--- config.mk ---
export PLATFORM = sky130hd
export DESIGN_NAME = spi_vector_tx
export DESIGN_NICKNAME = d
export VERILOG_FILES = /design/src/rtl/spi_vector_tx.sv
export SDC_FILE = /design/constraint.sdc
export NUM_CORES = 1
export LEC_CHECK = 0
export ABC_AREA = 1
export CORE_MARGIN = 3
export CORE_UTILIZATION = 60
export CTS_BUF_LIST = sky130_fd_sc_hd__clkbuf_8 sky130_fd_sc_hd__clkbuf_16
export DETAILED_ROUTE_END_ITERATION = 7
export HOLD_SLACK_MARGIN = 0.08
export PLACE_DENSITY = 0.9
export SLEW_MARGIN = 20
export SYNTH_ARGS = -nofsm -noshare
export SYNTH_HDL_FRONTEND = slang
export SYNTH_SLANG_ARGS = --single-unit
--- constraint.sdc ---
create_clock -name clk -period 6.8 [get_ports clk]
set_input_delay 2.04 -clock clk [delete_from_list [all_inputs] [get_ports clk]]
set_output_delay 2.04 -clock clk [all_outputs]
set_load 0.01 [all_outputs]
--- src/rtl/spi_vector_tx.sv ---
// SPI mode-0 master: sends an 8-bit command and then up to PAYLOAD_W payload bits, MSB first.
// Define SPI_TX_MISO_EN to add i_miso capture into rx_data.
module spi_vector_tx #(
  parameter int PAYLOAD_W = 72,
  parameter int SCLK_DIV  = 2,
  parameter int GAP_CYC   = 4
) (
  input  logic                           clk,
  input  logic                           reset,
  input  logic                           start,
  input  logic [7:0]                     cmd,
  input  logic [PAYLOAD_W-1:0]           payload,
  input  logic [$clog2(PAYLOAD_W+1)-1:0] len,
  output logic                           o_sclk,
  output logic                           o_mosi,
  output logic                           o_ss_n,
  output logic                           busy,
  output logic                           done
`ifdef SPI_TX_MISO_EN
  ,
  input  logic                           i_miso,
  output logic [7:0]                     rx_data
`endif
);

  localparam int LEN_W    = $clog2(PAYLOAD_W + 1);
  localparam int HALF_MAX = (SCLK_DIV > GAP_CYC) ? SCLK_DIV : GAP_CYC;
  localparam int HALF_W   = $clog2(HALF_MAX + 1);
  localparam int BIT_W    = $clog2(PAYLOAD_W + 9);
  localparam int SR_W     = PAYLOAD_W + 8;

  localparam logic [HALF_W-1:0] HALF_D  = HALF_W'(SCLK_DIV - 1);
  localparam logic [HALF_W-1:0] HALF_G  = HALF_W'(GAP_CYC - 1);
  localparam logic [LEN_W-1:0]  LEN_MAX = LEN_W'(PAYLOAD_W);

  typedef enum logic [2:0] {IDLE, SHIFT_LO, SHIFT_HI, HOLD, GAP} state_t;

  state_t            state, state_nxt;
  logic [HALF_W-1:0] half_cnt, half_nxt;
  logic [BIT_W-1:0]  bit_cnt, bit_nxt;
  logic [SR_W-1:0]   sr, sr_nxt;
  logic              sclk_nxt, mosi_nxt, ss_n_nxt, busy_nxt, done_nxt;

  logic [LEN_W-1:0]  len_c;
  logic [SR_W-1:0]   frame;

  // The payload is left-aligned so that payload[len-1] follows cmd[0] directly.
  assign len_c = (len > LEN_MAX) ? LEN_MAX : len;
  assign frame = {cmd, payload << (LEN_MAX - len_c)};

`ifdef SPI_TX_MISO_EN
  logic [7:0] rx_nxt;
`endif

  always_comb begin
    state_nxt = state;
    half_nxt  = half_cnt;
    bit_nxt   = bit_cnt;
    sr_nxt    = sr;
    sclk_nxt  = o_sclk;
    mosi_nxt  = o_mosi;
    ss_n_nxt  = o_ss_n;
    busy_nxt  = busy;

    unique case (state)
      IDLE: begin
        if (start) begin
          state_nxt = SHIFT_LO;
          half_nxt  = HALF_D;
          bit_nxt   = BIT_W'(len_c) + BIT_W'(8);
          // sr holds the bits still to be sent after the one now on o_mosi.
          sr_nxt    = {frame[SR_W-2:0], 1'b0};
          sclk_nxt  = 1'b0;
          mosi_nxt  = cmd[7];
          ss_n_nxt  = 1'b0;
          busy_nxt  = 1'b1;
        end
      end
      SHIFT_LO: begin
        if (half_cnt == '0) begin
          state_nxt = SHIFT_HI;
          half_nxt  = HALF_D;
          sclk_nxt  = 1'b1;
        end else begin
          half_nxt = half_cnt - 1'b1;
        end
      end
      SHIFT_HI: begin
        if (half_cnt == '0) begin
          half_nxt = HALF_D;
          sclk_nxt = 1'b0;
          if (bit_cnt > BIT_W'(1)) begin
            state_nxt = SHIFT_LO;
            bit_nxt   = bit_cnt - 1'b1;
            mosi_nxt  = sr[SR_W-1];
            sr_nxt    = {sr[SR_W-2:0], 1'b0};
          end else begin
            state_nxt = HOLD;
          end
        end else begin
          half_nxt = half_cnt - 1'b1;
        end
      end
      HOLD: begin
        if (half_cnt == '0) begin
          state_nxt = GAP;
          half_nxt  = HALF_G;
          ss_n_nxt  = 1'b1;
          mosi_nxt  = 1'b0;
        end else begin
          half_nxt = half_cnt - 1'b1;
        end
      end
      GAP: begin
        if (half_cnt == '0) begin
          state_nxt = IDLE;
          busy_nxt  = 1'b0;
        end else begin
          half_nxt = half_cnt - 1'b1;
        end
      end
      default: state_nxt = IDLE;
    endcase

    // done is registered, so it is raised one cycle early: when the next cycle is the final GAP cycle.
    done_nxt = (state_nxt == GAP) && (half_nxt == '0);

`ifdef SPI_TX_MISO_EN
    rx_nxt = rx_data;
    if (sclk_nxt && !o_sclk) rx_nxt = {rx_data[6:0], i_miso};
`endif
  end

  // NOTE: sequential state uses non-blocking assignments only; all next values come from the comb block above.
  always_ff @(posedge clk) begin
    if (reset) begin
      state    <= IDLE;
      half_cnt <= '0;
      bit_cnt  <= '0;
      sr       <= '0;
      o_sclk   <= 1'b0;
      o_mosi   <= 1'b0;
      o_ss_n   <= 1'b1;
      busy     <= 1'b0;
      done     <= 1'b0;
`ifdef SPI_TX_MISO_EN
      rx_data  <= '0;
`endif
    end else begin
      state    <= state_nxt;
      half_cnt <= half_nxt;
      bit_cnt  <= bit_nxt;
      sr       <= sr_nxt;
      o_sclk   <= sclk_nxt;
      o_mosi   <= mosi_nxt;
      o_ss_n   <= ss_n_nxt;
      busy     <= busy_nxt;
      done     <= done_nxt;
`ifdef SPI_TX_MISO_EN
      rx_data  <= rx_nxt;
`endif
    end
  end

endmodule

==> impl_metrics.yaml <==
outcome:
  status: "completed"
detailed_routing:
  drt_iter0_drc: 1895
  via_per_inst: 6.34
  drc: 0
  vias: 12300
  firstDrtPassIters: 8
  wire_per_inst_um: 17.8
  ant_nets: 0
  wirelength_um: 34600
timing:
  tns_ns: 0
  fin_skew_ns: 0.00950
  setup_slack_ns: 1.41
  tightest_slew_ns: 1.03
  slew_viol_final: 0
  hold_viol_final: 0
  relSlewSlack_pct: 31.4
  timing.hold.ws_ns: 0.464
  rsz0062_at_grt: "false"
  min_period_ns: 5.39
  setup_viol: 0
  max_freq_ghz: 0.186
  finalCritPeriodShare_pct: 79.2
die:
  die_width_um: 134
  io_pins: 95
  dieArea_um2: 18000
  initial_core_util_pct: 61.6
  row_count: 46
  dieHeight_um: 134
  core_area_um2: 16000
global_routing:
  grt_pass1_wl_um: 55600
  grt_antenna_before_repair: 0
  grt_pass1_vias: 11000
  grt_start_max_net_pins: 88
  grt_overflow: 0
  grt_usage_pct: 37.5
worst_setup_path:
  path_cells: "clkdlybuf4s50_1 -> o21ai_4 -> buf_4 -> nand3_2 -> nand2_2 -> nand2_1 -> nand2_1 -> nor2_1 -> xor2_1 -> buf_4 -> nand2_2 -> nor2_4 -> buf_4 -> inv_1 -> a21oi_1 -> nand3b_1 -> nand2_1 -> inv_1"
  end_kind: "flip-flop"
  worstPathMaxFanout: 73
  critPathTopFamily: "buffers and inverters"
  crit_required_ns: 7.09
  path_class: "in2reg"
  startpoint_type: "primary input"
  cp.arrival_ns: 5.68
  crit_slowest_cell: "buf_4"
  path_buf_inv: 6
  slowest_delay_ns: 0.60
clock_network:
  cts_tree: "done"
  ctsHtreeMaxLevel: 3
  cts_buffers: 9
  cts_setup_buffers: 0
  clkSinkCount: 97
  clk_pin_slew_ns: 0.06
  cts-resized-gates: 0
  clk_latency_ns: 0.34
  postCtsHoldBufs: 0
  cts_root_buf: "clkbuf_16"
  cts_buffer_depth: 2
pwr:
  p_leak_nw: 5.06
  powerDensity_nw_per_um2: 343
  peakVddDrop_mv: 0.475
cells_and_area:
  diodes: 0
  syn_to_final_growth_pct: 9.51
  fin_nets: 1825
  fillers: 1582
  drive_above_1_share_pct: 5.14
yosys:
  syn_nets: 1841
  synth_most_common_cell: "nand2_1"
  synth-async-reset-ratio_pct: 0
  yosys-top-cells-count: "473 x nand2_1, 423 x nand3_1, 125 x a21oi_1, 110 x inv_1, 97 x dfxtp_1"
  syn_area_um2: 9860
  synth_edf_count: 0
  synth_top_area_share_pct: 21.5
  postSynthAreaPerCell_um2: 5.66
  synthCells: 1742
  yosysUniqueCellTypes: 48
  synth_flop_cell: "dfxtp_1"
  ys_seq_area_share_pct: 19.7
  synth_area_leaders: "nand3_1 21%, dfxtp_1 20%, nand2_1 18%"
  synth-seq-cells: 97
  synth_area_leader_cell: "nand3_1"
  yosys_warnings: 0
flow_run:
  max_cap_violations: 0
placed_design:
  dp_worst_setup_slack_ns: 1.16
  place_hpwl_um: 24800
  gp_congestion: 1.06
  port_buffers: 94
min_path:
  hold_class: "reg2reg"
final timing paths:
check,cells past startpoint,slack [ns],to,from
setup / recovery,18,1.41,sr[61]$_SDFFE_PP0P_,len[5]
hold / removal,2,0.46,o_ss_n$_SDFFE_PP1P_,o_ss_n$_SDFFE_PP1P_
setup reg to reg,11,3.80,sr[8]$_SDFFE_PP0P_,state[0]$_SDFF_PP0_
hold reg to reg,2,0.46,o_ss_n$_SDFFE_PP1P_,o_ss_n$_SDFFE_PP1P_
stage by stage:
step	instances	power, mW	area (um2)	utilization, %
global placement	1931	3.09	10500	65.7
global route	1946	3.98	10800	67.5
finish	1946	3.70	10800	67.5
floorplan	1742	2.59	9860	-
detailed placement	1931	3.12	10500	65.7
CTS	1946	3.63	10800	67.5
routing by layer:
metal  track usage, %  vias to the layer above  wire (um)
met5                0                        -          0
met4             17.8                        0       1880
met3             6.98                      143       3080
met2             60.8                      676      15700
met1             48.2                     5595      13900
li1                 -                     5918          -
placed cells by master, fill, tap and decap left out, types with 2 or more instances in the layout:
master / n
nand2_1: 471
nand3_1: 423
a21oi_1: 125
inv_1: 109
dfxtp_1: 97
clkdlybuf4s50_1: 93
nand4_1: 79
o21ai_0: 76
nor2_1: 66
o211ai_1: 23
a31oi_1: 21
buf_4: 19
nand2_2: 18
o21ai_1: 13
inv_2: 11
clkbuf_16: 9
nor3_1: 8
ha_1: 8
nor2_4: 6
a21oi_2: 5
a211oi_1: 4
or2_1: 4
xor2_1: 3
nand2_4: 3
and2_0: 3
nand3_2: 3
clkinvlp_4: 3
a21o_1: 2
and2_1: 2
o21ai_4: 2
clkinv_2: 2
area by class of cell:
cell class              instances  area, um2  area share, %
inverters                     120        452           4.18
repair buffers                113       1080           9.99
clock buffers                   9        225           2.09
multi-input cells            1385       6770           62.7
well taps                     216        270           2.50
flip-flops and latches         97       1940           18.0
clock inverters                 6       61.3          0.568
sequential cells by signal, indices dropped and copies added, names as in the netlist, 3 cells and up:
signal / cells
bit_cnt: 7
half_cnt: 3
sr: 79
state: 3
tightest hold or removal path, stage by stage, from the launching register on:
cell	delay [ns]
dfxtp_1	0.33
a21oi_1	0.06
nand2_1	0.05
kinds of logic (layout without fill, tap and decap cells):
kind of cell | after synthesis | count (layout) | share of synthesized area [%]
XOR/XNOR | 4 | 4 | 0.546
adder cells (fa/ha/maj) | 9 | 9 | 1.14
buffers and inverters | 260 | 248 | 11.9
AO/OA/AOI/OAI | 281 | 281 | 15.9
AND/OR/NAND/NOR | 1091 | 1091 | 50.8
flip-flops | 97 | 97 | 19.7
power by group:
part           total (mW)  internal, mW  switching, mW  leakage [nW]
Clock               0.498         0.281          0.217         0.135
Combinational        2.22         0.706           1.52          4.13
Sequential          0.978         0.829          0.149         0.801
(Power assumes the default switching activity.)
